==> src/rtl/dpe_pkg.sv <==
// Shared types and helpers for the dot-product engine: FSM encoding,
// index-width calculation and accumulator bound helpers.
package dpe_pkg;

    typedef enum logic [1:0] {
        IDLE = 2'd0,
        RUN  = 2'd1,
        DONE = 2'd2
    } state_e;

    // Widest accumulator the bound helpers can describe.
    localparam int MAX_ACC_W = 64;

    // Element index width; at least one bit even for tiny vectors.
    function automatic int calc_idx_w(input int n);
        return (n <= 2) ? 1 : $clog2(n);
    endfunction

    // Largest representable accumulator value of width w (low w bits valid).
    function automatic logic [MAX_ACC_W-1:0] acc_max(input int w, input bit sgn);
        return sgn ? ({MAX_ACC_W{1'b1}} >> (MAX_ACC_W - w + 1))
                   : ({MAX_ACC_W{1'b1}} >> (MAX_ACC_W - w));
    endfunction

    // Smallest representable accumulator value of width w (low w bits valid).
    function automatic logic [MAX_ACC_W-1:0] acc_min(input int w, input bit sgn);
        return sgn ? ({{(MAX_ACC_W-1){1'b0}}, 1'b1} << (w - 1)) : '0;
    endfunction

endpackage

==> src/rtl/dot_product_engine_if.sv <==
// Operand write / readback / compute handshake bundle for the engine.
interface dot_product_engine_if #(
    parameter int DATA_W  = 8,
    parameter int VEC_LEN = 4,
    parameter int ACC_W   = 16
);
    localparam int IDX_W = dpe_pkg::calc_idx_w(VEC_LEN);

    logic              wr_en;
    logic              wr_sel;
    logic [IDX_W-1:0]  wr_idx;
    logic [DATA_W-1:0] wr_data;
    logic              start;
    logic              rd_sel;
    logic [IDX_W-1:0]  rd_idx;
    logic [DATA_W-1:0] rd_data;
    logic              loaded;
    logic              busy;
    logic              done;
    logic              result_valid;
    logic [ACC_W-1:0]  result;
    logic              overflow;

    modport master (
        output wr_en, wr_sel, wr_idx, wr_data, start, rd_sel, rd_idx,
        input  rd_data, loaded, busy, done, result_valid, result, overflow
    );

    modport slave (
        input  wr_en, wr_sel, wr_idx, wr_data, start, rd_sel, rd_idx,
        output rd_data, loaded, busy, done, result_valid, result, overflow
    );
endinterface

==> src/rtl/dot_product_engine_mac_step.sv <==
// One combinational multiply-accumulate step with overflow detection.
// In freeze mode an overflowing step returns the old accumulator; in
// saturate mode it clamps toward the side that overflowed.
module mac_step
    import dpe_pkg::*;
#(
    parameter int DATA_W   = 8,
    parameter int ACC_W    = 16,
    parameter int SIGNED   = 0,
    parameter int SATURATE = 0
) (
    input  logic [ACC_W-1:0]  acc,
    input  logic [DATA_W-1:0] a,
    input  logic [DATA_W-1:0] b,
    output logic [ACC_W-1:0]  next_acc,
    output logic              ovf
);
    localparam int PW  = 2 * DATA_W;
    localparam int EXT = ACC_W + 1 - PW;

    localparam logic [MAX_ACC_W-1:0] MAX_FULL = acc_max(ACC_W, SIGNED != 0);
    localparam logic [MAX_ACC_W-1:0] MIN_FULL = acc_min(ACC_W, SIGNED != 0);
    localparam logic [ACC_W-1:0]     MAX_V    = MAX_FULL[ACC_W-1:0];
    localparam logic [ACC_W-1:0]     MIN_V    = MIN_FULL[ACC_W-1:0];

    logic [PW-1:0] a_x, b_x, prod;
    logic [ACC_W:0] prod_x, acc_x, sum;

    // Extend operands, multiply, widen by one bit and add; the low 2*DATA_W
    // bits of the product are correct for both signednesses.
    always_comb begin
        a_x    = (SIGNED != 0) ? {{DATA_W{a[DATA_W-1]}}, a} : {{DATA_W{1'b0}}, a};
        b_x    = (SIGNED != 0) ? {{DATA_W{b[DATA_W-1]}}, b} : {{DATA_W{1'b0}}, b};
        prod   = a_x * b_x;
        prod_x = (SIGNED != 0) ? {{EXT{prod[PW-1]}}, prod} : {{EXT{1'b0}}, prod};
        acc_x  = (SIGNED != 0) ? {acc[ACC_W-1], acc} : {1'b0, acc};
        sum    = acc_x + prod_x;
        ovf    = (SIGNED != 0) ? (sum[ACC_W] ^ sum[ACC_W-1]) : sum[ACC_W];
        if (!ovf)
            next_acc = sum[ACC_W-1:0];
        else if (SATURATE == 0)
            next_acc = acc;
        else if ((SIGNED != 0) && sum[ACC_W])
            next_acc = MIN_V;
        else
            next_acc = MAX_V;
    end
endmodule

==> src/rtl/dot_product_engine.sv <==
// Vector dot-product engine: two indexed operand register files, a
// written-bit mask per vector, and an IDLE/RUN/DONE sequencer that
// performs one MAC per cycle.
module dot_product_engine
    import dpe_pkg::*;
#(
    parameter int DATA_W   = 8,
    parameter int VEC_LEN  = 4,
    parameter int ACC_W    = 16,
    parameter int SIGNED   = 0,
    parameter int SATURATE = 0
) (
    input  logic clk,
    input  logic rst_n,
    input  logic clr,
    dot_product_engine_if.slave bus
);
    localparam int               IDX_W = calc_idx_w(VEC_LEN);
    localparam logic [IDX_W:0]   LEN   = (IDX_W+1)'(VEC_LEN);
    localparam logic [IDX_W-1:0] LAST  = IDX_W'(VEC_LEN - 1);

    logic [VEC_LEN-1:0][DATA_W-1:0] vec_a, vec_b;
    logic [VEC_LEN-1:0]             wr_a, wr_b;

    state_e           state;
    logic [IDX_W-1:0] idx;
    logic [ACC_W-1:0] acc, mac_acc;
    logic             mac_ovf;
    logic             overflow_q, done_q, busy_q, rv_q;
    logic             loaded, wr_ok, start_ok;

    assign loaded   = (&wr_a) & (&wr_b);
    assign wr_ok    = bus.wr_en && !busy_q && ({1'b0, bus.wr_idx} < LEN);
    // Judged on pre-write loaded, so a completing write never self-starts.
    assign start_ok = bus.start && loaded && !busy_q;

    mac_step #(
        .DATA_W   (DATA_W),
        .ACC_W    (ACC_W),
        .SIGNED   (SIGNED),
        .SATURATE (SATURATE)
    ) u_mac (
        .acc      (acc),
        .a        (vec_a[idx]),
        .b        (vec_b[idx]),
        .next_acc (mac_acc),
        .ovf      (mac_ovf)
    );

    // Operand register files and their written-bit masks.
    always_ff @(posedge clk or negedge rst_n) begin
        if (!rst_n) begin
            vec_a <= '0;
            vec_b <= '0;
            wr_a  <= '0;
            wr_b  <= '0;
        end else if (clr) begin
            vec_a <= '0;
            vec_b <= '0;
            wr_a  <= '0;
            wr_b  <= '0;
        end else if (wr_ok) begin
            if (bus.wr_sel) begin
                vec_b[bus.wr_idx] <= bus.wr_data;
                wr_b[bus.wr_idx]  <= 1'b1;
            end else begin
                vec_a[bus.wr_idx] <= bus.wr_data;
                wr_a[bus.wr_idx]  <= 1'b1;
            end
        end
    end

    // Sequencer and accumulator; status outputs are registered here.
    always_ff @(posedge clk or negedge rst_n) begin
        if (!rst_n) begin
            state      <= IDLE;
            idx        <= '0;
            acc        <= '0;
            overflow_q <= 1'b0;
            done_q     <= 1'b0;
            busy_q     <= 1'b0;
            rv_q       <= 1'b0;
        end else if (clr) begin
            state      <= IDLE;
            idx        <= '0;
            acc        <= '0;
            overflow_q <= 1'b0;
            done_q     <= 1'b0;
            busy_q     <= 1'b0;
            rv_q       <= 1'b0;
        end else begin
            done_q <= 1'b0;
            case (state)
                IDLE: begin
                    if (wr_ok)
                        rv_q <= 1'b0;
                    if (start_ok) begin
                        state      <= RUN;
                        busy_q     <= 1'b1;
                        idx        <= '0;
                        acc        <= '0;
                        overflow_q <= 1'b0;
                        rv_q       <= 1'b0;
                    end
                end
                RUN: begin
                    // Once frozen, later steps elapse without touching acc.
                    if ((SATURATE != 0) || !overflow_q) begin
                        acc <= mac_acc;
                        if (mac_ovf)
                            overflow_q <= 1'b1;
                    end
                    idx <= idx + 1'b1;
                    if (idx == LAST) begin
                        state  <= DONE;
                        busy_q <= 1'b0;
                        done_q <= 1'b1;
                        rv_q   <= 1'b1;
                    end
                end
                DONE: begin
                    if (wr_ok) begin
                        state <= IDLE;
                        rv_q  <= 1'b0;
                    end else if (start_ok) begin
                        state      <= RUN;
                        busy_q     <= 1'b1;
                        idx        <= '0;
                        acc        <= '0;
                        overflow_q <= 1'b0;
                        rv_q       <= 1'b0;
                    end
                end
                default: state <= IDLE;
            endcase
        end
    end

    assign bus.rd_data      = ({1'b0, bus.rd_idx} < LEN)
                              ? (bus.rd_sel ? vec_b[bus.rd_idx] : vec_a[bus.rd_idx])
                              : '0;
    assign bus.loaded       = loaded;
    assign bus.busy         = busy_q;
    assign bus.done         = done_q;
    assign bus.result_valid = rv_q;
    assign bus.result       = acc;
    assign bus.overflow     = overflow_q;
endmodule

==> src/flat_wrapper.sv <==
// flat-port wrapper written by rule: the top's interface ports become plain ports
module dot_product_engine_flat import dpe_pkg::*;
#(
    parameter int DATA_W   = 8,
    parameter int VEC_LEN  = 4,
    parameter int ACC_W    = 16,
    parameter int SIGNED   = 0,
    parameter int SATURATE = 0
)
  (clk, rst_n, clr, bus_wr_en, bus_wr_sel, bus_wr_idx, bus_wr_data, bus_start, bus_rd_sel, bus_rd_idx, bus_rd_data, bus_loaded, bus_busy, bus_done, bus_result_valid, bus_result, bus_overflow);
  dot_product_engine_if #(.DATA_W(DATA_W), .VEC_LEN(VEC_LEN), .ACC_W(ACC_W)) bus_i ();
  input  logic clk;
  input  logic rst_n;
  input  logic clr;
  input wire logic [$bits(bus_i.wr_en)-1:0] bus_wr_en;
  input wire logic [$bits(bus_i.wr_sel)-1:0] bus_wr_sel;
  input wire logic [$bits(bus_i.wr_idx)-1:0] bus_wr_idx;
  input wire logic [$bits(bus_i.wr_data)-1:0] bus_wr_data;
  input wire logic [$bits(bus_i.start)-1:0] bus_start;
  input wire logic [$bits(bus_i.rd_sel)-1:0] bus_rd_sel;
  input wire logic [$bits(bus_i.rd_idx)-1:0] bus_rd_idx;
  output wire logic [$bits(bus_i.rd_data)-1:0] bus_rd_data;
  output wire logic [$bits(bus_i.loaded)-1:0] bus_loaded;
  output wire logic [$bits(bus_i.busy)-1:0] bus_busy;
  output wire logic [$bits(bus_i.done)-1:0] bus_done;
  output wire logic [$bits(bus_i.result_valid)-1:0] bus_result_valid;
  output wire logic [$bits(bus_i.result)-1:0] bus_result;
  output wire logic [$bits(bus_i.overflow)-1:0] bus_overflow;
  assign bus_i.wr_en = bus_wr_en;
  assign bus_i.wr_sel = bus_wr_sel;
  assign bus_i.wr_idx = bus_wr_idx;
  assign bus_i.wr_data = bus_wr_data;
  assign bus_i.start = bus_start;
  assign bus_i.rd_sel = bus_rd_sel;
  assign bus_i.rd_idx = bus_rd_idx;
  assign bus_rd_data = bus_i.rd_data;
  assign bus_loaded = bus_i.loaded;
  assign bus_busy = bus_i.busy;
  assign bus_done = bus_i.done;
  assign bus_result_valid = bus_i.result_valid;
  assign bus_result = bus_i.result;
  assign bus_overflow = bus_i.overflow;
  dot_product_engine #(.DATA_W(DATA_W), .VEC_LEN(VEC_LEN), .ACC_W(ACC_W), .SIGNED(SIGNED), .SATURATE(SATURATE)) u_core (.clk(clk), .rst_n(rst_n), .clr(clr), .bus(bus_i));
endmodule
==> config.mk <==
export PLATFORM = sky130hd
export DESIGN_NAME = dot_product_engine_flat
export DESIGN_NICKNAME = d
export VERILOG_FILES = /design/src/rtl/dpe_pkg.sv /design/src/rtl/dot_product_engine_if.sv /design/src/rtl/dot_product_engine_mac_step.sv /design/src/rtl/dot_product_engine.sv /design/src/flat_wrapper.sv
export SDC_FILE = /design/constraint.sdc
export NUM_CORES = 1
export LEC_CHECK = 0
export CORE_UTILIZATION = 25
export DETAILED_ROUTE_END_ITERATION = 16
export PLACE_DENSITY_LB_ADDON = 0.3
export SKIP_LAST_GASP = 1
export SYNTH_ARGS = -nofsm -noshare
export SYNTH_HDL_FRONTEND = slang
export SYNTH_SLANG_ARGS = --single-unit
export TNS_END_PERCENT = 30
==> constraint.sdc <==
create_clock -name clk -period 5.6 [get_ports clk]
set_input_delay 1.12 -clock clk [delete_from_list [all_inputs] [get_ports clk]]
set_output_delay 1.12 -clock clk [all_outputs]
set_load 0.01 [all_outputs]
==> flow_summary.toml, run 1 <==
[run_status]
status = "finished clean"

[synthesis]
avgSynthCellArea_um2 = 10.4
ys_seq_area_share_pct = 32.3
synth-edff-count = 0
synth_flop_cell = "dfrtp_1"
synth_area_mm2 = 0.00745
synth_cells = 714
synth-seq-cells = 96
syn_nets = 821
yosysWarnings = 0
yosysUniqueCellTypes = 48
async_flop_share_pct = 100

[floorplan]
placement_rows = 62
start_util_pct = 25.7
die_height_um = 175
dieArea_mm2 = 0.0305
core_mm2 = 0.0290
io_pins = 48
dieWidth_um = 175

[route]
wire_per_inst_um = 16.4
drt_wl_total_um = 18900
drtIter0Drc = 226
postRouteAntennaNets = 0
drc_errors = 0
routed_via_density = 4.46
vias = 5137
dr.pass1.iters = 6

[power]
p_clk_share_pct = 43.6
ir_drop_mv = 0.125
p_switching_uw = 396
p_seq_share_pct = 47.3
intPower_uw = 1120
switching_share_pct = 26.2
combPwrFrac_pct = 9.0
leakage_uw = 0.00429
cellPowerDensity_mw_per_mm2 = 170

[placement]
hpwl_um = 13900
port_buffers = 47
place_congestion = 0.838

[sta]
finalSetupTns_ns = 0
hold_violations = 0
rsz0062_at_grt = "no"
fin_crit_ns = 5.44
period_share_pct = 97.1
fin_worst_skew_ns = 0.00883
drv_slew = 0
max_freq_mhz = 184
setup-violations-final = 0
max_slew_margin_pct = 40.8
worstMarginPinSlew_ns = 0.888

[global_route]
grt-ovfl-total = 0
grt.total_usage_pct = 13.0
grt_pass1_vias = 5372
grt_antenna_before_repair = 0
grt_pass1_wl_um = 30600
grt_max_degree = 58

[hold_path]
holdPathEnd = "u_core.wr_b[3]"
hold_class = "reg -> reg"
hold_depth = 2
worstHoldStart = "u_core.wr_b[3]"

[clock_network]
cts_tree = "yes"
cts_buffer_depth = 2
hold_buffers = 0
clockRootBuffer = "clkbuf_16"
clk_pin_slew_ns = 0.08
cts_sinks = 96
clock_latency_ns = 0.36
cts_buffers = 9
htree_num_levels = 3

[worst_setup_path]
arrival_ns = 5.68
r2r_cells = 16
crit_required_ns = 5.84
critical_path.top_delay_family = "adder cells"
critPathSlowestCell = "mux4_2"
path_cells = "buf_12 > mux4_2 > and2_1 > fa_1 > fa_1 > inv_1 > fa_1 > fa_1 > inv_1 > ha_1 > and4_4 > o211ai_4 > a32o_1 > a21oi_4 > buf_12 > mux2_2"
worst-path-max-fanout = 9
cp-start-kind = "flop"
critPathKind = "reg -> reg"
r2r_end = "u_core.bus.result[15]"
slowest_delay_ns = 0.62
path_buf_inv = 4
endpoint_kind = "flop"
worstReg2RegStart = "u_core.idx[0]"
reg2reg_slack_ns = 0.16
cpMostUsedCell = "fa_1"

[finish]
utilization_pct = 30.6
n_antenna_cell = 0
synthToLayoutAreaGrowth_pct = 19.1
fin_nets = 871
layout-drive-gt1-share_pct = 13.5

[run]
drv_cap = 0
## cells in the final DEF, fill, tap and decap left out, types with 4 or more instances in the layout
cell type / synthesis / final
clkdlybuf4s50_1: 0 / 45
nor2_1: 81 / 81
a21oi_1: 22 / 22
nand3_1: 6 / 6
and2_1: 36 / 36
mux4_2: 32 / 32
ha_1: 37 / 34
dfrtp_1: 96 / 95
clkbuf_16: 0 / 10
a21o_1: 5 / 5
nor3_1: 4 / 4
nor2b_1: 8 / 8
and3_1: 5 / 4
mux2_2: 13 / 13
buf_12: 0 / 4
o21ai_0: 11 / 10
fa_1: 51 / 51
inv_1: 108 / 108
o211ai_1: 5 / 5
nand2_1: 48 / 48
o21a_1: 4 / 4
buf_4: 0 / 24
mux2i_1: 75 / 75
## timing repair
action,in CTS,in global routing
gates resized for setup,0,8
setup endpoints to repair,0,16
setup buffers,0,5
## synth_stat cells (all sizes together) (2+ instances only)
cell	count	share of area [%]
nor2b	8	0.67
and2	36	3.0
mux2i	75	10
nor3b	2	0.20
mux2	15	2.3
nand4	2	0.17
buf	14	0.97
nor3	4	0.27
dfrtp	96	32
o21a	4	0.40
o21ai	11	0.74
inv	108	5.4
nand2b	2	0.17
xnor2	2	0.24
nand3	6	0.40
a21o	5	0.50
o211ai	6	0.67
nand2	49	2.5
mux4	32	9.7
a21oi	25	1.9
clkbuf	22	1.1
ha	37	6.2
fa	51	14
and3	5	0.42
nor2	81	4.1
## metal layers
metal | track usage, % | vias to the layer above | wire length [um]
met5 | 0 | - | 0
met4 | 3.59 | 0 | 283
met3 | 2.44 | 13 | 588
met2 | 21.0 | 80 | 8900
met1 | 17.9 | 2591 | 9140
li1 | - | 2453 | -
## metrics by stage
stage | power (uW) | cells | instance area, um^2 | hold slack [ns] | setup slack (ns)
finish | 1510 | 1153 | 8870 | 0.511 | 0.162
global route | 1580 | 1153 | 8870 | 0.521 | 0.0141
CTS | 1530 | 1147 | 8750 | 0.514 | 0.0144
detailed placement | 865 | 1131 | 8450 | 0.496 | 0.0252
global placement | 865 | 1131 | 8450 | 0.485 | 0.132
floorplan | 803 | 714 | 7450 | 0.462 | 0.107
## how the worst max path moves through the flow
| stage | startpoint | to | slack [ns] | cells after the start |
|---|---|---|---|---|
| floorplan | u_core.idx[0] | u_core.bus.result[12] | 0.11 | 18 |
| global placement | u_core.idx[0] | u_core.bus.result[15] | 0.13 | 16 |
| detailed placement | u_core.idx[0] | u_core.bus.result[12] | 0.03 | 17 |
| CTS | u_core.idx[0] | u_core.bus.result[15] | 0.01 | 17 |
| global route | u_core.idx[0] | u_core.bus.result[15] | 0.01 | 17 |
| finish | u_core.idx[0] | u_core.bus.result[15] | 0.16 | 16 |
## power by group through the flow
stage	Clock [uW]	Combinational, uW	Sequential [uW]
after detailed placement	0	136	729
after global placement	0	135	729
after global routing	708	150	717
after floorplan	0	77.5	726
final	659	137	716
after CTS	683	136	716
## cells by family (layout without fill, tap and decap cells)
family,Yosys count,count (layout),share of synthesized area (%)
AOI/OAI and AO/OA,61,61,5.43
xor gates and xnor gates,3,3,0.353
adders and majority gates,88,88,19.9
buffers and inverters,144,199,7.53
DFF,96,96,32.3
muxes,122,122,22.0
and+or+nand+nor,200,200,12.5
## sequential cells by signal, indices dropped and copies added (netlist names)
name	flops
u_core.bus.result	16
u_core.vec_b	32
u_core.bus.overflow	1
u_core.bus.result_valid	1
u_core.wr_b	4
u_core.idx	2
u_core.vec_a	32
u_core.bus.busy	1
u_core.wr_a	4
u_core.bus.done	1
u_core.state	2
## final cells by class
class                      count  area, um^2
fill                        3078       20100
clock inverter                 6        78.8
multi-input combinational    474        4530
inverter                     108         405
timing repair buffer          75         741
clock buffer                  10         229
tap                          384         480
sequential                    96        2400
## worst reg2reg max path, cell delays in order (launching register included)
cell      delay, ns
dfrtp_2        0.46
buf_12         0.18
mux4_2         0.62
and2_1         0.23
fa_1           0.47
fa_1           0.54
inv_1          0.05
fa_1           0.47
fa_1           0.56
inv_1          0.04
ha_1           0.36
and4_4         0.29
o211ai_4       0.11
a32o_1         0.31
a21oi_4        0.17
buf_12         0.15
mux2_2         0.33
Note: power is estimated with default switching activity, not from simulation.
==> run 2, diff against run 1 <==
Settings changed: CORE_UTILIZATION 25 to 55, CTS_CLUSTER_DIAMETER set to 30.
==> flow_summary.toml, run 2 (synthesized netlist as in run 1, its figures left out) <==
[sta]
worstMarginPinSlew_ns = 1.19
drv_slew = 0
period_share_pct = 96.8
timing.hold.ws_ns = 0.509
fin_worst_skew_ns = 0.0113
setup-violations-final = 0
fin_crit_ns = 5.42
hold_violations = 0
max_slew_margin_pct = 20.0
rsz0062_at_grt = "no"
max_freq_mhz = 184

[global_route]
grt_antenna_before_repair = 0
grt.total_usage_pct = 27.3
grt_pass1_wl_um = 29400
grt_pass1_vias = 5745
grt_max_degree = 80
grt-ovfl-total = 0

[worst_setup_path]
crit_required_ns = 5.84
endpoint_kind = "flop"
worstReg2RegStart = "u_core.idx[0]"
worst-path-max-fanout = 10
critPathKind = "reg -> reg"
reg2reg_slack_ns = 0.18
r2r_cells = 17
r2r_end = "u_core.bus.result[13]"
arrival_ns = 5.66
cp-start-kind = "flop"

[power]
ir_drop_mv = 0.225
leakage_uw = 0.00430
cellPowerDensity_mw_per_mm2 = 174

[clock_network]
cts_buffers = 9
hold_buffers = 0
clk_pin_slew_ns = 0.07
clockRootBuffer = "clkbuf_16"
htree_num_levels = 3
cts_tree = "yes"
cts_sinks = 96
cts_buffer_depth = 2
clock_latency_ns = 0.36

[finish]
utilization_pct = 64.9
mostFrequentLayoutCells = "inv_1 (108), dfrtp_1 (95), nor2_1 (81)"
n_antenna_cell = 0
layout-drive-gt1-share_pct = 13.7
nFillCells = 1063
fin_nets = 873
synthToLayoutAreaGrowth_pct = 15.4
layout_commonest_cell = "inv_1"

[route]
postRouteAntennaNets = 0
wire_per_inst_um = 18.4
vias = 5417
routed_via_density = 5.72
dr.pass1.iters = 5
drtIter0Drc = 394
drt_wl_total_um = 17400
drc_errors = 0

[floorplan]
io_pins = 48
core_mm2 = 0.0132
die_height_um = 118
start_util_pct = 56.2
placement_rows = 42
dieWidth_um = 118
dieArea_mm2 = 0.0140

[run]
drv_cap = 0

[hold_path]
hold_depth = 2
hold_class = "reg -> reg"
worstHoldStart = "u_core.wr_a[3]"
holdPathEnd = "u_core.wr_a[3]"

[placement]
hpwl_um = 12900
place_congestion = 0.940
port_buffers = 47

[run_status]
status = "finished clean"
## run 2: what timing repair did
item | 4_1_cts | 5_1_grt
cloned | 0 | 1
gates resized for setup | 0 | 7
setup buffers | 2 | 2
setup endpoints to repair | 4 | 13
pin swaps | 1 | 3
## run 2: critical path, cell delays in order, from the launching register on
cell and delay (ns):
dfrtp_2 0.42, buf_12 0.16, mux4_2 0.61, buf_4 0.19, and2_1 0.14, fa_1 0.40
fa_1 0.54, inv_1 0.05, fa_1 0.46, fa_1 0.54, inv_1 0.05, ha_1 0.36
and4_4 0.29, o211ai_4 0.11, a32o_1 0.30, a21oi_4 0.19, buf_12 0.14, mux2_2 0.33
## run 2: per-stage QoR
| step | worst slack [ns] | cells | setup TNS, ns | power [uW] | cell area (um^2) |
|---|---|---|---|---|---|
| after global routing | 0.0135 | 947 | 0 | 1540 | 8590 |
| after floorplan | 0.107 | 714 | 0 | 803 | 7450 |
| final | 0.177 | 947 | 0 | 1500 | 8590 |
| after CTS | 0.120 | 944 | 0 | 1510 | 8530 |
| after detailed placement | -0.0173 | 926 | -0.0195 | 860 | 8190 |
| after global placement | 0.163 | 926 | 0 | 856 | 8190 |
## run 2: layout make-up
cell class                 count  area [um^2]  area share (%)
tap                          176          220            2.56
inverter                     108          405            4.72
sequential                    96         2400            28.0
clock inverter                 7         81.3           0.946
timing repair buffer          77          743            8.65
clock buffer                   9          225            2.62
multi-input combinational    474         4510            52.5
## run 2: metal layers
metal / GRT usage [%] / wire length (um) / up-vias
met3: 4.01 / 829 / 30
met2: 43.4 / 8470 / 150
li1: - / - / 2457
met4: 11.4 / 507 / 0
met5: 0 / 0 / -
met1: 37.7 / 7640 / 2780
## run 2: how the worst max path moves through the flow
stage	from	to	slack (ns)
detailed placement	u_core.idx[0]	u_core.bus.result[3]	-0.02
global route	u_core.idx[0]	u_core.bus.result[11]	0.01
CTS	u_core.idx[0]	u_core.bus.result[13]	0.12
global placement	u_core.idx[0]	u_core.bus.result[2]	0.16
finish	u_core.idx[0]	u_core.bus.result[13]	0.18
floorplan	u_core.idx[0]	u_core.bus.result[12]	0.11
## run 2: power by group
group	switching (uW)	leakage, uW	internal, uW
Sequential	10.7	0.00133	706
Combinational	77.2	0.00282	56.2
Clock	294	0.000149	351
Total	382	0.00430	1110
==> run 3, diff against run 2 <==
Settings changed: CAP_MARGIN set to 25, CELL_PAD_IN_SITES_DETAIL_PLACEMENT set to 0, CELL_PAD_IN_SITES_GLOBAL_PLACEMENT set to 1, CORE_MARGIN set to 5, CORE_UTILIZATION 55 to 44.
==> flow_summary.toml, run 3 (synthesized netlist as in run 1, its figures left out) <==
[global_route]
grt.total_usage_pct = 19.3
grt_max_degree = 80
grt_pass1_vias = 5612
grt.met3_usage_pct = 4.26
grt-ovfl-total = 0
grt_antenna_before_repair = 0
use_met1_pct = 26.1
grt_pass1_wl_um = 30000
busiest_layer = "met2"
grt_util_met2_pct = 31.7

[route]
drt_wl_total_um = 17900
dr.pass1.iters = 4
routed_via_density = 5.29
drc_errors = 0
drtIter0Drc = 311
wire_per_inst_um = 18.1
vias = 5229
postRouteAntennaNets = 0

[floorplan]
core_mm2 = 0.0166
io_pins = 48
dieWidth_um = 140
placement_rows = 47
dieArea_mm2 = 0.0196
start_util_pct = 44.9
die_height_um = 140

[sta]
worstMarginPinSlew_ns = 0.864
timing.hold.ws_ns = 0.512
fin_crit_ns = 5.37
drv_slew = 0
max_freq_mhz = 186
rsz0062_at_grt = "no"
setup-violations-final = 0
max_slew_margin_pct = 42.2
hold_violations = 0
fin_worst_skew_ns = 0.00973
period_share_pct = 95.9

[worst_setup_path]
slowest_delay_ns = 0.59
cp-start-kind = "flop"
worst-path-max-fanout = 14
endpoint_kind = "flop"
critPathKind = "reg -> reg"
arrival_ns = 5.61
path_cells = "buf_12 > mux4_2 > nand2_1 > fa_1 > fa_1 > inv_1 > fa_1 > inv_1 > fa_1 > inv_1 > ha_2 > and4_4 > o211ai_4 > a32o_1 > a21oi_4 > buf_4 > mux2_2"
critPathSlowestCell = "mux4_2"
cpMostUsedCell = "fa_1"
crit_required_ns = 5.84

[clock_network]
htree_num_levels = 3
clk_pin_slew_ns = 0.07
hold_buffers = 0
clockRootBuffer = "clkbuf_16"
cts_buffer_depth = 2
cts_buffers = 9
cts_tree = "yes"
cts_sinks = 96
clock_latency_ns = 0.36

[power]
power_uw = 1510
leakage_uw = 0.00427
cellPowerDensity_mw_per_mm2 = 175
ir_drop_mv = 0.136

[finish]
mostFrequentLayoutCells = "inv_1 (108), dfrtp_1 (96), nor2_1 (81)"
fin_nets = 870
n_antenna_cell = 0
layout-drive-gt1-share_pct = 13.2
layout_commonest_cell = "inv_1"
synthToLayoutAreaGrowth_pct = 15.7
utilization_pct = 52.0

[hold_path]
hold_class = "reg -> reg"

[run_status]
status = "finished clean"

[placement]
place_congestion = 0.856
port_buffers = 47
hpwl_um = 13600

[run]
drv_cap = 0
run 3: metrics by stage:
step,cells,cell area [um^2],setup TNS [ns],setup WS (ns)
3_3_place_gp,968,8230,0,0.123
3_5_place_dp,969,8240,-0.165,-0.0443
5_1_grt,988,8620,0,0.0172
2_1_floorplan,714,7450,0,0.107
4_1_cts,987,8580,0,0.105
6_report,988,8620,0,0.229
run 3: metal layers:
| layer | vias to the layer above | wire length, um | share of wire [%] |
|---|---|---|---|
| li1 | 2453 | - | - |
| met1 | 2655 | 8030 | 45 |
| met2 | 101 | 8780 | 49 |
| met3 | 20 | 790 | 4.4 |
| met4 | 0 | 307 | 1.7 |
| met5 | - | 0 | 0 |
run 3: power by group:
| group | switching, uW | leakage, uW | internal [uW] |
|---|---|---|---|
| combinational | 76.8 | 0.00280 | 55.2 |
| sequential | 11.4 | 0.00133 | 706 |
| clock | 295 | 0.000144 | 364 |
| total | 383 | 0.00427 | 1130 |
run 3: worst paths after layout:
kind / slack, ns / end / start / cells past startpoint
max in group asynchronous: 3.71 / u_core.vec_a[30] / rst_n / 2
min in group asynchronous: 0.78 / u_core.bus.result_valid / rst_n / 1
hold reg to reg: 0.51 / u_core.wr_a[3] / u_core.wr_a[3] / 2
setup reg to reg: 0.23 / u_core.bus.result[13] / u_core.idx[0] / 17
hold / removal: 0.51 / u_core.wr_a[3] / u_core.wr_a[3] / 2
setup / recovery: 0.23 / u_core.bus.result[13] / u_core.idx[0] / 17
run 3: final cells by class:
cell class | instances | area (um^2)
multi-input combinational | 474 | 4520
tap | 220 | 275
fill | 1508 | 7960
inverter | 108 | 405
clock inverter | 6 | 77.6
clock buffer | 10 | 239
timing repair buffer | 74 | 698
sequential | 96 | 2400
run 3: what timing repair did:
action / in CTS / in global routing
endpoints found under the hold margin: 0 / 0
endpoints found under the setup margin: 8 / 16
gates resized for setup: 0 / 6
buffers inserted: 2 / 1
gates cloned: 0 / 0
pin swaps: 1 / 2
run 3: critical path, delay by kind of cell, from the launching register on:
family / cells / cell delay, ns
adder cells (fa/ha/maj): 5 / 2.39
multiplexers: 2 / 0.93
flip-flops: 1 / 0.40
buffers and inverters: 5 / 0.51
AO/OA/AOI/OAI: 3 / 0.57
AND/OR/NAND/NOR: 2 / 0.42
==> edit 1, RTL diff (settings of run 3) <==
`SATURATE` is set to 0 in 3 places; all go to 1.
--- a/src/rtl/dot_product_engine_mac_step.sv
+++ b/src/rtl/dot_product_engine_mac_step.sv
@@ -9,3 +9,3 @@
     parameter int SIGNED   = 0,
-    parameter int SATURATE = 0
+    parameter int SATURATE = 1
 ) (
--- a/src/rtl/dot_product_engine.sv
+++ b/src/rtl/dot_product_engine.sv
@@ -10,3 +10,3 @@
     parameter int SIGNED   = 0,
-    parameter int SATURATE = 0
+    parameter int SATURATE = 1
 ) (
--- a/src/flat_wrapper.sv
+++ b/src/flat_wrapper.sv
@@ -7,3 +7,3 @@
     parameter int SIGNED   = 0,
-    parameter int SATURATE = 0
+    parameter int SATURATE = 1
 )
Behaviour: no difference found for any inputs over 4 cycles, from zero or initial values and one cycle with rst_n low; that may be too few to reach the edited logic, so the function may still have changed.
==> edit 1 against run 3 <==
- routed wire length is 1.9% higher
- design area grew 1.5%
- worst setup slack worse by 100 ps
- sequential cell count stayed put
- non-clock buffer count rose by 18
- critical path depth grew 1
- area after synthesis up 0.49%
- power shrank 2.6%
==> edit 1: results (changes against run 3) <==
stage,metric,value,unit,change
run_status,status,"complete, no violations",,unchanged
drt,via density per instance,5.37,,was 5.29
timing,skew final,8.18,ps,was 9.73 ps
synth,distinct cell type count of the synthesized netlist,54,,was 48
drt,highest routed layer,met4,,unchanged
power_and_ir_drop,worst vdd ir,180,uV,was 136 uV
place,Post-DP HPWL,13200,um,was 13600 um
clock_tree,clk buf depth,2,,unchanged
setup_path,CP Capture Point,u_core.bus.result[14],,was u_core.bus.result[13]
setup_path,CP Max Fanout,10,,was 14
drt,Metal-1 WL,8060,um,was 8030 um
timing,slew of the pin with the lowest slew margin,977,ps,was 864 ps
drt,1st-iter DRT viols,298,,was 311
place,Cell Count Post-Placement,989,,was 969
setup_path,worst r2r src,u_core.idx[0],,unchanged
cells_and_area,layout cell share with drive strength beyond 1,0.153,,was 0.132
global_route,largest net degree at the start of global routing,80,,unchanged
synth,top post-synthesis cells by count,"inv_1 (107), dfrtp_1 (96), nor2_1 (81)",,"was inv_1 (108), dfrtp_1 (96), nor2_1 (81)"
clock_tree,H-tree levels,3,,unchanged
cells_and_area,final net count,897,,was 870
global_route,Tot GR Track Use,0.192,,was 0.193
drt,DR WL met3,809,um,was 790 um
setup_path,reg2reg end,u_core.bus.result[14],,was u_core.bus.result[13]
cells_and_area,fillcell total,1499,,was 1508
drt,met2 wire length,9140,um,was 8780 um
drt,Wirelength per Cell,18.0,um,was 18.1 um
timing,Hold WS,495,ps,was 512 ps
power_and_ir_drop,Leak,4.37,nW,was 4.27 nW
synth,top post-synthesis cells by area,"dfrtp_1 (32%), fa_1 (14%), mux4_2 (9.6%)",,"was dfrtp_1 (32%), fa_1 (14%), mux2i_1 (10%)"
place,Final Wtd Congestion,0.869,,was 0.856
clock_tree,Worst-path clk slew,70,ps,about the same
min_path,Worst Hold Depth,1,,was 2
synth,post-synthesis cell count,725,,was 714
clock_tree,CTS Buf Count,9,,unchanged
global_route,number of global-route vias before repair,5649,,was 5612
drt,Via Count,5435,,was 5229
setup_path,FF-to-FF path depth,18,,was 17
setup_path,CP top delay family,adder cells,,unchanged
global_route,first-pass GRT wire length,30400,um,was 30000 um
synth,ys async rst share,1.00,,unchanged
synth,post-synthesis sequential area ratio,0.321,,was 0.323
setup_path,Max stage delay on crit path,590,ps,about the same
drt,drt pass-1 iters,5,,was 4
place,port bufs,47,,unchanged
setup_path,CP Data Arrival Time,5700,ps,was 5610 ps
setup_path,crit path launch type,flip-flop,,unchanged
setup_path,slack of the worst reg-to-reg path,130,ps,was 230 ps
synth,synth warn,0,,unchanged
synth,syn_nets,832,,was 821
[edit 1: cell count changes after synthesis, moves of 4 or more]
cell,before,now
nand2b_1,2,6
or3_1,0,7
buf_1,3,8
mux2_2,13,8
buf_2,10,5
mux2i_1,75,64
nand2_1,48,57
o21a_1,4,0
o21ai_0,11,19
nor2b_1,8,2
[edit 1: final cells by class]
cell class                 count  area [um2]  area share
inverter                     107         402      0.0459
clock inverter                 4        37.5     0.00429
sequential                    96        2400       0.275
clock buffer                  10         239      0.0273
multi-input combinational    484        4550       0.520
tap                          220         275      0.0315
timing repair buffer          92         847      0.0968
[edit 1: how the worst min path moves through the flow]
stage | from | to
after floorplan | u_core.wr_a[0] | u_core.wr_a[0]
after global placement | u_core.bus.result[5] | u_core.bus.result[5]
after detailed placement | u_core.bus.overflow | u_core.bus.overflow
after CTS | u_core.bus.overflow | u_core.bus.overflow
after global routing | u_core.bus.overflow | u_core.bus.overflow
final | u_core.bus.overflow | u_core.bus.overflow
[edit 1: timing repair]
action | CTS | global route
endpoints found under the setup margin | 0 | 4
buffers inserted | 0 | 8
gates resized for setup | 0 | 1
endpoints found under the hold margin | 0 | 0
[edit 1: layer usage]
metal,up-vias,global-route usage
met2,152,0.331
met4,0,0.0495
li1,2523,-
met1,2742,0.257
met5,-,0
met3,18,0.0279
[edit 1: per-stage QoR]
step / util / worst slack [ps] / cell area, um2 / TNS [ps]
after CTS: 0.520 / 130 / 8650 / 0
after floorplan: - / 106 / 7480 / 0
after global routing: 0.526 / -52.7 / 8750 / -139
after global placement: 0.503 / 162 / 8380 / 0
final: 0.526 / 129 / 8750 / 0
after detailed placement: 0.503 / 146 / 8380 / 0
[edit 1: cells by family after synthesis]
logic type / Yosys count / share of synthesized area
AO/OA/AOI/OAI: 71 / 0.0701
XOR/XNOR: 7 / 0.00819
adder cells (fa/ha/maj): 88 / 0.198
buffers and inverters: 145 / 0.0747
flip-flops: 96 / 0.321
multiplexers: 104 / 0.194
AND/OR/NAND/NOR: 214 / 0.134
[edit 1: worst reg2reg max path: stages, from the launching register on]
cell and delay, ps:
dfrtp_2 430, buf_12 170, mux4_2 590, buf_4 190, and2_1 150, fa_1 460, fa_1 510, inv_1 50
fa_1 450, fa_1 490, inv_1 40, ha_1 280, a21o_1 200, a31o_4 220, a2111oi_4 360, o311ai_4 170
buf_4 180, and2_4 150, a221o_1 260
[edit 1: report_power, final]
part,switching [mW],internal [mW]
Clock,0.289,0.316
Sequential,0.0103,0.707
Combinational,0.0863,0.0608
==> edit 2, RTL diff (settings of run 3) <==
Made on the original files. Register the input `clr` before use, without a reset. The logic sees it one clock later. The other inputs are not delayed to match.
--- a/src/rtl/dot_product_engine.sv
+++ b/src/rtl/dot_product_engine.sv
@@ -20,2 +20,8 @@
     localparam logic [IDX_W-1:0] LAST  = IDX_W'(VEC_LEN - 1);
+
+    logic clr_q;
+
+    always_ff @(posedge clk) begin
+        clr_q <= clr;
+    end
 
@@ -56,3 +62,3 @@
             wr_b  <= '0;
-        end else if (clr) begin
+        end else if (clr_q) begin
             vec_a <= '0;
@@ -82,3 +88,3 @@
             rv_q       <= 1'b0;
-        end else if (clr) begin
+        end else if (clr_q) begin
             state      <= IDLE;
Function: changed (a bounded check fails within 4 cycles, from zero or initial values and one cycle with rst_n low).
==> edit 2 against run 3 <==
- global-route usage increased by 0.67 points
- worst setup slack got worse by 210 ps
- power increased by 0.37%
- largest power group unchanged
- area after synthesis increased by 2.0%
- clock power decreased by 6.5%
- largest cell class unchanged
- sequential cell count increased by 1
- design area increased by 5.2%
- routed wire length increased by 8.1%
- critical path type unchanged
- critical endpoint is now u_core.bus.result[10]
==> edit 2: results (changes against run 3) <==
stage,metric,value,unit,change
run_status,status,"complete, no violations",,unchanged
synth,post-synthesis sequential area ratio,0.319,,was 0.323
clock_tree,H-tree levels,3,,unchanged
global_route,largest net degree at the start of global routing,73,,was 80
place,port bufs,47,,unchanged
place,Final Wtd Congestion,0.878,,was 0.856
setup_path,Max stage delay on crit path,590,ps,about the same
setup_path,Setup CP Type,flip-flop to flip-flop,,unchanged
timing,Hold WS,517,ps,was 512 ps
power_and_ir_drop,Leak,4.37,nW,was 4.27 nW
synth,ys async rst share,0.990,,was 1.00
clock_tree,clk buf depth,2,,unchanged
cells_and_area,final net count,935,,was 870
min_path,hold path start,u_core.wr_a[1],,was u_core.wr_a[3]
min_path,Worst Hold Depth,2,,unchanged
global_route,Tot GR Track Use,0.199,,was 0.193
global_route,number of global-route vias before repair,5866,,was 5612
setup_path,worst r2r src,u_core.idx[0],,unchanged
synth,syn_nets,865,,was 821
timing,slew of the pin with the lowest slew margin,913,ps,was 864 ps
drt,1st-iter DRT viols,460,,was 311
synth,top post-synthesis cells by area,"dfrtp_1 (32%), fa_1 (13%), mux4_2 (9.5%)",,"was dfrtp_1 (32%), fa_1 (14%), mux2i_1 (10%)"
clock_tree,Worst-path clk slew,80,ps,
cells_and_area,layout cell share with drive strength beyond 1,0.169,,was 0.132
drt,via density per instance,5.44,,was 5.29
global_route,met3 Track Usage GR,0.0361,,was 0.0426
place,post-place setup slack,-11.9,ps,was -44.3 ps
drt,Wirelength per Cell,18.4,um,was 18.1 um
global_route,initial antenna violation count,0,,unchanged
drt,drt pass-1 iters,5,,was 4
power_and_ir_drop,Switch Pwr,0.410,mW,was 0.383 mW
power_and_ir_drop,Clock power frac,0.407,,was 0.437
clock_tree,clk root buf,clkbuf_16,,unchanged
timing,Final min period,5580,ps,was 5370 ps
synth,Synth Flop Type,dfrtp_1,,unchanged
timing,skew final,11.4,ps,was 9.73 ps
synth,post-synthesis cell count,754,,was 714
setup_path,CP Data Arrival Time,5830,ps,was 5610 ps
global_route,first-pass GRT wire length,31500,um,was 30000 um
power_and_ir_drop,worst vdd ir,149,uV,was 136 uV
setup_path,CP Max Fanout,6,,was 14
global_route,routing usage on met2,0.315,,was 0.317
global_route,routing usage on met1,0.282,,was 0.261
power_and_ir_drop,sequential share of power,0.485,,was 0.475
setup_path,slack of the worst reg-to-reg path,20,ps,was 230 ps
synth,distinct cell type count of the synthesized netlist,52,,was 48
power_and_ir_drop,final total power,1.51,mW,about the same
setup_path,CP Capture Point,u_core.bus.result[10],,was u_core.bus.result[13]
synth,top post-synthesis cells by count,"inv_1 (114), dfrtp_1 (96), nand2_1 (72)",,"was inv_1 (108), dfrtp_1 (96), nor2_1 (81)"
place,dpl cell area,8430,um2,was 8240 um2
timing,Setup-failing EPs final,0,,unchanged
clock_tree,"Setup Fix Bufs, Post-CTS",6,,was 2
place,Post-DP HPWL,14200,um,was 13600 um
place,Cell Count Post-Placement,1015,,was 969
synth,synth warn,0,,unchanged
drt,Via Count,5728,,was 5229
min_path,Worst Hold End,u_core.wr_a[1],,was u_core.wr_a[3]
-- edit 2: cells by family (layout without fill, tap and decap cells) --
kind of cell / count (synthesis) / in the layout / share of synthesized area
and+or+nand+nor: 224 / 224 / 0.136
buffers and inverters: 149 / 223 / 0.0751
muxes: 107 / 107 / 0.196
DFF: 97 / 97 / 0.319
adders and majority gates: 92 / 92 / 0.202
AOI/OAI and AO/OA: 80 / 80 / 0.0656
xor gates and xnor gates: 5 / 5 / 0.00577
-- edit 2: per-layer routing --
layer / vias up / part of all wire / wire, um
met4: 0 / 0.019 / 359
met2: 174 / 0.48 / 9310
li1: 2632 / - / -
met3: 28 / 0.052 / 999
met1: 2894 / 0.45 / 8690
met5: - / 0 / 0
-- edit 2: final cells by class --
| class | count | area (um2) |
|---|---|---|
| fill | 1512 | 8050 |
| multi-input combinational | 508 | 4720 |
| sequential | 97 | 2420 |
| timing repair buffer | 94 | 932 |
| inverter | 114 | 428 |
| tap | 225 | 282 |
| clock buffer | 10 | 239 |
| clock inverter | 5 | 38.8 |
